===== src/rtl/eth_rx_deframer.sv =====
// -----------------------------------------------------------------------------
// eth_rx_deframer
//
// Receives the byte stream from an RGMII DDR capture stage. It finds the
// preamble and SFD, strips the 4-byte FCS, checks CRC-32, length and PHY errors,
// and presents the payload as an AXI-Stream-like output with no backpressure.
//
// Ports
//   RGMII_RX_CLK   in   1   receive clock; all logic runs on its rising edge
//   RESET          in   1   synchronous active-high reset
//   RX_DV          in   1   byte valid
//   RX_ER          in   1   PHY receive error (ignored while RX_DV=0)
//   RX_D           in   8   received byte
//   M_TDATA        out  8   payload byte, FCS stripped
//   M_TVALID       out  1   M_TDATA valid (no backpressure)
//   M_TLAST        out  1   last payload byte of the frame
//   M_TUSER        out  1   frame bad; meaningful only with M_TLAST
//   FRAME_OK_CNT   out 16   good-frame counter (saturating)
//   FRAME_BAD_CNT  out 16   bad-frame counter (saturating)
//   DBG_STATE      out  2   FSM state: 0 IDLE, 1 PREAMBLE, 2 PAYLOAD, 3 DROP
//
// Handshake: a beat is transferred in every cycle where M_TVALID=1. There is
// no ready signal, so the consumer must accept every beat. M_TLAST and M_TUSER
// are 0 whenever M_TVALID=0.
// -----------------------------------------------------------------------------
module eth_rx_deframer #(
  parameter int MAX_FRAME = 1518,
  parameter int MIN_FRAME = 64
) (
  input  logic        RGMII_RX_CLK,
  input  logic        RESET,
  input  logic        RX_DV,
  input  logic        RX_ER,
  input  logic [7:0]  RX_D,
  output logic [7:0]  M_TDATA,
  output logic        M_TVALID,
  output logic        M_TLAST,
  output logic        M_TUSER,
  output logic [15:0] FRAME_OK_CNT,
  output logic [15:0] FRAME_BAD_CNT,
  output logic [1:0]  DBG_STATE
);

  typedef enum logic [1:0] {
    ST_IDLE     = 2'd0,
    ST_PREAMBLE = 2'd1,
    ST_PAYLOAD  = 2'd2,
    ST_DROP     = 2'd3
  } state_t;

  localparam logic [31:0] CRC_POLY    = 32'hEDB88320;
  localparam logic [31:0] CRC_INIT    = 32'hFFFFFFFF;
  localparam logic [31:0] CRC_RESIDUE = 32'hDEBB20E3;
  localparam logic [11:0] MIN_LEN     = 12'(MIN_FRAME);
  localparam logic [11:0] MAX_LEN     = 12'(MAX_FRAME);
  // A byte is known to be payload once 4 more bytes (the FCS candidates)
  // have arrived behind it, so the line holds 5 bytes.
  localparam logic [11:0] DLY_DEPTH   = 12'd5;

  state_t      r_state;
  logic [2:0]  r_pre_cnt;
  logic [7:0]  r_dly [5];
  logic [11:0] r_len;
  logic [31:0] r_crc;
  logic        r_err;
  // Stage between the delay line and the output register. It gives the
  // one-cycle lag after byte k+5 is sampled.
  logic        r_pend_vld;
  logic        r_pend_last;
  logic        r_pend_user;
  logic [7:0]  r_pend_data;
  logic        r_tvalid;
  logic        r_tlast;
  logic        r_tuser;
  logic [7:0]  r_tdata;
  logic [15:0] r_ok_cnt;
  logic [15:0] r_bad_cnt;

  logic [31:0] w_crc_next;
  logic [11:0] w_len_next;
  logic        w_frame_bad;
  logic        w_runt;
  logic        w_ok_inc;
  logic        w_bad_inc;

  // One byte of reflected CRC-32, LSB first.
  function automatic logic [31:0] crc32_byte(input logic [31:0] c, input logic [7:0] b);
    logic [31:0] v;
    v = c ^ {24'd0, b};
    for (int i = 0; i < 8; i++) begin
      v = v[0] ? ((v >> 1) ^ CRC_POLY) : (v >> 1);
    end
    return v;
  endfunction

  assign w_crc_next  = crc32_byte(r_crc, RX_D);
  assign w_len_next  = (r_len == 12'hFFF) ? r_len : r_len + 12'd1;
  // Used in the cycle RX_DV drops, when r_crc and r_len already cover all bytes.
  assign w_frame_bad = (r_crc != CRC_RESIDUE) || r_err || (r_len < MIN_LEN) || (r_len > MAX_LEN);
  assign w_runt      = (r_state == ST_PAYLOAD) && !RX_DV && (r_len < DLY_DEPTH);
  assign w_ok_inc    = r_pend_vld && r_pend_last && !r_pend_user;
  assign w_bad_inc   = (r_pend_vld && r_pend_last && r_pend_user) || w_runt;

  always_ff @(posedge RGMII_RX_CLK) begin
    if (RESET) begin
      r_state     <= ST_DROP;
      r_pre_cnt   <= 3'd0;
      for (int i = 0; i < 5; i++) r_dly[i] <= 8'h00;
      r_len       <= 12'd0;
      r_crc       <= 32'd0;
      r_err       <= 1'b0;
      r_pend_vld  <= 1'b0;
      r_pend_last <= 1'b0;
      r_pend_user <= 1'b0;
      r_pend_data <= 8'h00;
      r_tvalid    <= 1'b0;
      r_tlast     <= 1'b0;
      r_tuser     <= 1'b0;
      r_tdata     <= 8'h00;
      r_ok_cnt    <= 16'd0;
      r_bad_cnt   <= 16'd0;
    end else begin
      // The output stage always drains the pending stage, which runs
      // independently of the FSM. This lets a TLAST beat overlap the next preamble.
      r_tvalid    <= r_pend_vld;
      r_tlast     <= r_pend_last;
      r_tuser     <= r_pend_user;
      r_tdata     <= r_pend_data;
      r_pend_vld  <= 1'b0;
      r_pend_last <= 1'b0;
      r_pend_user <= 1'b0;

      if (w_ok_inc && (r_ok_cnt != 16'hFFFF)) r_ok_cnt <= r_ok_cnt + 16'd1;
      if (w_bad_inc && (r_bad_cnt != 16'hFFFF)) r_bad_cnt <= r_bad_cnt + 16'd1;

      case (r_state)
        ST_IDLE: begin
          if (RX_DV) begin
            if (RX_D == 8'h55) begin
              r_state   <= ST_PREAMBLE;
              r_pre_cnt <= 3'd1;
            end else begin
              r_state <= ST_DROP;
            end
          end
        end
        ST_PREAMBLE: begin
          if (!RX_DV) begin
            r_state <= ST_IDLE;
          end else if (RX_D == 8'h55) begin
            if (r_pre_cnt == 3'd7) r_state <= ST_DROP;
            else r_pre_cnt <= r_pre_cnt + 3'd1;
          end else if (RX_D == 8'hD5) begin
            r_state <= ST_PAYLOAD;
            r_len   <= 12'd0;
            r_crc   <= CRC_INIT;
            r_err   <= 1'b0;
          end else begin
            r_state <= ST_DROP;
          end
        end
        ST_PAYLOAD: begin
          if (RX_DV) begin
            for (int i = 4; i > 0; i--) r_dly[i] <= r_dly[i-1];
            r_dly[0] <= RX_D;
            r_len    <= w_len_next;
            r_crc    <= w_crc_next;
            if (RX_ER) r_err <= 1'b1;
            // The oldest byte is now followed by 5 more, so it cannot be FCS.
            if (r_len >= DLY_DEPTH) begin
              r_pend_vld  <= 1'b1;
              r_pend_data <= r_dly[4];
            end
          end else begin
            r_state <= ST_IDLE;
            // r_dly[4] is the last byte before the 4 FCS bytes.
            if (r_len >= DLY_DEPTH) begin
              r_pend_vld  <= 1'b1;
              r_pend_last <= 1'b1;
              r_pend_user <= w_frame_bad;
              r_pend_data <= r_dly[4];
            end
          end
        end
        ST_DROP: begin
          if (!RX_DV) r_state <= ST_IDLE;
        end
        default: r_state <= ST_DROP;
      endcase
    end
  end

  assign M_TDATA       = r_tdata;
  assign M_TVALID      = r_tvalid;
  assign M_TLAST       = r_tlast;
  assign M_TUSER       = r_tuser;
  assign FRAME_OK_CNT  = r_ok_cnt;
  assign FRAME_BAD_CNT = r_bad_cnt;
  assign DBG_STATE     = r_state;

endmodule


===== config.mk =====
export PLATFORM = sky130hd
export DESIGN_NAME = eth_rx_deframer
export DESIGN_NICKNAME = d
export VERILOG_FILES = /design/src/rtl/eth_rx_deframer.sv
export SDC_FILE = /design/constraint.sdc
export NUM_CORES = 1
export LEC_CHECK = 0
export BUFFER_PORTS_ARGS = -buffer_cell sky130_fd_sc_hd__buf_2
export CORE_ASPECT_RATIO = 0.75
export CORE_MARGIN = 4
export CORE_UTILIZATION = 45
export CTS_CLUSTER_SIZE = 8
export DETAILED_ROUTE_END_ITERATION = 10
export SLEW_MARGIN = 20
export SYNTH_ARGS = -nofsm -noshare
export SYNTH_HDL_FRONTEND = slang
export SYNTH_SLANG_ARGS = --single-unit

===== constraint.sdc =====
create_clock -name RGMII_RX_CLK -period 2.6 [get_ports RGMII_RX_CLK]
set_input_delay 0.52 -clock RGMII_RX_CLK [delete_from_list [all_inputs] [get_ports RGMII_RX_CLK]]
set_output_delay 0.52 -clock RGMII_RX_CLK [all_outputs]
set_load 0.02 [all_outputs]

==> run metrics, run 1 <==
later-pin clock latency in the skew report 0.42 ns; Max Clock Skew 0.01476 ns; Lkg Pwr 3.190 nW; commonest non-fill, non-tap cell in the layout dfxtp_1; Ports 57; max-cap violations 0; critical path required time 2.89 ns; cell area after synthesis 6807 µm²; Multi-input gate area 3318 µm²; Die Y-Extent 114.5 µm; first-pass iteration count of the detailed router 5; die area 17180 µm²; fin nets 727; Setup crit end kind register; status completed; number of flops mapped to enable cells by yosys 40; Final Hold Fails 0; HP Class in2reg; R2R depth 5; initial antenna violation count 0; final RePlAce weighted congestion 0.8672; FP Rows 38; Post-Syn Area per Cell 10.39 µm²; Area Overhead vs Synth 17.19%; Clock Tree Buf Depth 2; layout filler cell count 1322; total number of vias 5032; GRT Util Overall 17.89%; Post-DP Area 7321 µm²; Synth Warn # 0; crit-path max FO 25; CTS tree done; first-pass GRT wire length 24.44 mm; core box area 14640 µm²; Via density 5.464; Routed Antenna Nets 0; relative slew slack 45.26%; clk sink count 144; Final Cycle Share 93.79%; final worst setup slack 0.1616 ns; hpwl dp 10.00 mm; total CTS buffers 17; RSZ-0062 raised after global routing no; CTS root buf clkbuf_16; layout cell share with drive strength beyond 1 19.00%; CTS clock-pin slew for the worst setup and hold paths 0.06 ns; Synth Instances 655; reg-to-reg endpoint FRAME_BAD_CNT[14]$_SDFFE_PP0P_; Net Count, Synth 674; Fin Setup TNS 0 ns; post-route cell area 7976 µm²; worst setup path class reg2reg; Die Wd 150.0 µm; WL per Instance 16.05 µm; Max VDD drop 0.4728 mV; H-tree levels 4; initial core utilization 46.48%; worst reg2reg path startpoint r_len[6]$_SDFFE_PP0P_; hold path endpoint r_pend_data[4]$_SDFFE_PP0P_; fin util 54.47%; number of global-route vias before repair 4951; post-synth cell types 66; ANT cells 0; R2R setup slack 0.16 ns; Setup WS pre-CTS 0.1534 ns; largest net degree at the start of global routing 56; DRC Markers 0; hold path startpoint RESET; register area 3283 µm²; Cell Pwr Density 734.3 nW/µm²; Tightest Pin Transition 0.8152 ns; most frequent cells in the layout 104 x dfxtp_1, 63 x nor2_1, 56 x buf_2; Period minus WS final 2.438 ns; Max Fclk 0.4101 GHz; Final Setup Violations 0; startpoint types register; 1st-iter DRT viols 443; Buffers on Ports 56; Seq/Total Area, Yosys 48.24%; grt ovf 0; synthesized flop and latch total 144; Max Slew Vio Count 0; Hold Slack 0.4206 ns; DRT Wirelength 14.78 mm; WP data arrival 2.73 ns; Main synth FF type dfxtp_1; Hold Crit Depth 2; share of flip-flops with an asynchronous set or reset 0%
power breakdown:
part           internal [mW]  total, mW  switching [mW]
Combinational          0.384      0.783           0.399
Sequential              2.38       2.44          0.0553
Clock                   1.72       2.64           0.917
Total                   4.49       5.86            1.37
registers in the layout (all words and copies together), names as in the netlist, 3 cells and up:
name	flops
FRAME_BAD_CNT	16
FRAME_OK_CNT	16
M_TDATA	8
r_crc	32
r_dly	40
r_len	12
r_pend_data	8
r_pre_cnt	3
cell usage after synthesis (10+ instances only):
library cell	count	area share (%)
dfxtp_1	104	31
nor2_1	63	3.5
xnor2_1	54	6.9
and3_1	40	3.7
edfxtp_1	40	18
nand2_1	35	1.9
clkbuf_1	30	1.7
nor2b_1	22	2.0
a21oi_1	19	1.4
nand3_1	18	1.3
nor4_1	16	1.5
nor3_1	14	1.0
xor2_1	13	1.7
o22ai_1	11	1.0
mux2i_1	10	1.5
o21ai_0	10	0.74
or4_1	10	1.1
repair_timing:
| item | 4_1_cts | 5_1_grt |
|---|---|---|
| resized for setup | 0 | 1 |
| setup endpoints to repair | 0 | 5 |
| hold buffers | 0 | 0 |
| buffers inserted | 0 | 0 |
per-layer routing:
metal,track usage (%),vias up,share of wire [%]
met5,0,-,0
met4,6.277,0,0.62
met3,5.619,9,6.5
met2,28.19,128,46
met1,23.32,2413,47
li1,-,2482,-
through the flow:
stage | std cells | total power, mW
global route | 921 | 6.091
global placement | 889 | 3.258
floorplan | 655 | 3.091
CTS | 921 | 5.920
detailed placement | 889 | 3.265
finish | 921 | 5.857
worst max path at each step:
stage	startpoint	end	slack (ns)	depth (start not counted)
after floorplan	DBG_STATE[1]$_SDFFE_PP1P_	r_dly[0][0]$_SDFFCE_PN0P_	0.14	4
after global placement	RX_D[1]	r_len[10]$_SDFFE_PP0P_	0.15	6
after detailed placement	r_len[6]$_SDFFE_PP0P_	FRAME_BAD_CNT[14]$_SDFFE_PP0P_	0.15	5
after CTS	r_len[6]$_SDFFE_PP0P_	FRAME_BAD_CNT[14]$_SDFFE_PP0P_	0.14	5
after global routing	r_len[6]$_SDFFE_PP0P_	FRAME_BAD_CNT[5]$_SDFFE_PP0P_	0.06	5
final	r_len[6]$_SDFFE_PP0P_	FRAME_BAD_CNT[14]$_SDFFE_PP0P_	0.16	5
worst max-delay path: stages (launching register included):
cell,delay [ns]
dfxtp_1,0.36
nor4_1,0.45
nand4_1,0.23
o31a_2,0.50
nor4_1,0.41
mux2_1,0.36
final cells by class:
| type | instances | area share [%] |
|---|---|---|
| Clock buffer | 24 | 6.698 |
| Clock inverter | 8 | 1.506 |
| Inverter | 6 | 0.2824 |
| Multi-Input combinational cell | 464 | 41.60 |
| Sequential cell | 144 | 41.16 |
| Tap cell | 200 | 3.137 |
| Timing Repair Buffer | 75 | 5.616 |
logic make-up after synthesis:
group                      after synthesis  synth area share, %
and+or+nand+nor                        266                21.40
DFF                                    144                48.24
AOI/OAI and AO/OA                       90                9.559
xor gates and xnor gates                83                13.57
buffers and inverters                   47                3.162
muxes                                   18                2.794
adders and majority gates                7                1.287
Power figures use the tool's default switching activity.
==> inputs of run 2 (changes only) <==
--- a/config.mk
+++ b/config.mk
@@ -6,11 +6,14 @@
 export NUM_CORES = 1
 export LEC_CHECK = 0
 export BUFFER_PORTS_ARGS = -buffer_cell sky130_fd_sc_hd__buf_2
+export CELL_PAD_IN_SITES_DETAIL_PLACEMENT = 1
+export CELL_PAD_IN_SITES_GLOBAL_PLACEMENT = 1
 export CORE_ASPECT_RATIO = 0.75
 export CORE_MARGIN = 4
 export CORE_UTILIZATION = 45
 export CTS_CLUSTER_SIZE = 8
 export DETAILED_ROUTE_END_ITERATION = 10
+export PLACE_DENSITY_LB_ADDON = 0.1
 export SLEW_MARGIN = 20
 export SYNTH_ARGS = -nofsm -noshare
 export SYNTH_HDL_FRONTEND = slang
==> run metrics, run 2 (synthesis results as in run 1) <==
status completed; internal power 4.473 mW (-0.28%); Fin Setup TNS 0 ns (unchanged); hold-fix buffers at CTS 0 (unchanged); Routed Antenna Nets 0 (unchanged); Hold Slack 0.4585 ns (+0.03787 ns); first-pass GRT wire length 28.75 mm (+18%); Ports 57 (unchanged); crit-path max FO 25 (unchanged); layout cell share with drive strength beyond 1 19.64% (+0.64 points); CTS tree done; hpwl dp 12.15 mm (+21%); max-cap violations 0 (unchanged); critical path required time 2.90 ns (about the same); Pwr Total 5.932 mW (+1.3%); Final Cycle Share 91.57% (-2.2 points); die area 17180 µm² (unchanged); 1st-iter DRT viols 323 (-27%); DRT Wirelength 17.53 mm (+19%); startpoint types register; Final Hold Fails 0 (unchanged); core box area 14640 µm² (unchanged); Max VDD drop 0.4095 mV (-13%); final RePlAce weighted congestion 0.8764 (+1.1%); relative slew slack 46.48% (+1.2 points); commonest non-fill, non-tap cell in the layout dfxtp_1; initial core utilization 46.48% (unchanged); H-tree levels 4 (unchanged); Die Wd 150.0 µm (unchanged); Max Used Layer met4; Max Slew Vio Count 0 (unchanged); register name with the most flops r_dly; Lkg Pwr 3.210 nW (+0.65%); WP data arrival 2.68 ns (-0.05 ns); fin nets 734 (+0.96%); Cell Pwr Density 738.7 nW/µm² (+0.60%); fin util 54.84% (+0.37 points); met1 WL 8.516 mm (+22%); Clock Tree Buf Depth 2 (unchanged); Tightest Pin Transition 0.7940 ns (-0.02115 ns); Reg power frac 41.1% (-0.5 points); biggest regs r_dly x40, r_crc x32; GRT Util Overall 21.39% (+3.5 points); largest net degree at the start of global routing 50 (-11%); FP Rows 38 (unchanged); Max Clock Skew 0.004889 ns (-0.009871 ns); most frequent cells in the layout 104 x dfxtp_1, 63 x nor2_1, 56 x buf_2; Period minus WS final 2.381 ns (-0.05761 ns); CTS clock-pin slew for the worst setup and hold paths 0.06 ns (about the same); Setup crit end kind register; combinational share of power 14.1% (+0.7 points); grt ovf 0 (unchanged); met3 WL 727 µm (-25%); initial antenna violation count 0 (unchanged); R2R setup slack 0.22 ns (+0.06 ns); Area Overhead vs Synth 17.98%; Max Fclk 0.4200 GHz (+2.4%); Sw Share 24.59% (+1.2 points); HP Class in2reg; clk sink count 144 (unchanged); CTS root buf clkbuf_16; NetSw 1.459 mW (+6.4%); later-pin clock latency in the skew report 0.42 ns (about the same); ANT cells 0 (unchanged); Clock Power Share 44.8% (-0.2 points); total number of vias 5172 (+2.8%); DRC Markers 0 (unchanged); Via density 5.573 (+2.0%); Largest register FFs 40 (unchanged); total CTS buffers 17 (unchanged); RSZ-0062 raised after global routing no; Final Setup Violations 0 (unchanged); # Post-CTS Setup Buffers 0 (unchanged); WL per Instance 18.89 µm (+18%); Buffers on Ports 56 (unchanged); Die Y-Extent 114.5 µm (unchanged); layout filler cell count 1615 (+22%); first-pass iteration count of the detailed router 4 (-1); number of global-route vias before repair 5360 (+8.3%); worst setup path class reg2reg; met2 wire length 8.215 mm (+22%)
[run 2: critical path, cell delays in order, from the launching register on]
cell and delay, ns:
dfxtp_1 0.36, nor4_1 0.44, nand4_1 0.18, o31a_2 0.50, nor4b_1 0.41, mux2_1 0.35
[run 2: repair_timing]
item                       4_1_cts  5_1_grt
hold endpoints to repair         0        0
resized for setup                0        1
setup endpoints to repair        0        2
[run 2: final timing paths]
kind | startpoint | end | cells after the start
min reg2reg | r_pre_cnt[1]$_SDFFE_PP0P_ | r_pre_cnt[1]$_SDFFE_PP0P_ | 2
max reg2reg | r_len[6]$_SDFFE_PP0P_ | FRAME_BAD_CNT[11]$_SDFFE_PP0P_ | 5
min | RX_ER | r_err$_SDFFE_PP0P_ | 3
max | r_len[6]$_SDFFE_PP0P_ | FRAME_BAD_CNT[11]$_SDFFE_PP0P_ | 5
[run 2: power by group through the flow]
| stage | clock, mW | combinational [mW] | sequential [mW] |
|---|---|---|---|
| finish | 2.66 | 0.838 | 2.44 |
| global route | 2.82 | 0.906 | 2.44 |
| CTS | 2.71 | 0.838 | 2.44 |
| detailed placement | 0 | 0.826 | 2.48 |
| global placement | 0 | 0.798 | 2.48 |
| floorplan | 0 | 0.621 | 2.47 |
[run 2: final cells by class]
class / instances / area (µm²) / area share (%)
well taps: 200 / 250.2 / 3.116
multi-input cells: 464 / 3318 / 41.32
flip-flops and latches: 144 / 3283 / 40.89
clock inverters: 14 / 214.0 / 2.664
repair buffers: 82 / 513.0 / 6.388
clock buffers: 18 / 429.2 / 5.344
inverters: 6 / 22.52 / 0.2805
[run 2: routing by layer]
metal,vias to the layer above,GRT usage [%]
met2,93,33.56
met4,0,5.911
li1,2497,-
met1,2576,30.16
met5,-,0
met3,6,4.393
[run 2: metrics by stage]
| step | cells | setup WS, ns | area, µm² |
|---|---|---|---|
| 3_5_place_dp | 896 | 0.1292 | 7386 |
| 6_report | 928 | 0.2192 | 8030 |
| 4_1_cts | 928 | 0.1182 | 8029 |
| 2_1_floorplan | 655 | 0.1391 | 6807 |
| 5_1_grt | 928 | 0.04443 | 8030 |
| 3_3_place_gp | 896 | 0.2147 | 7386 |
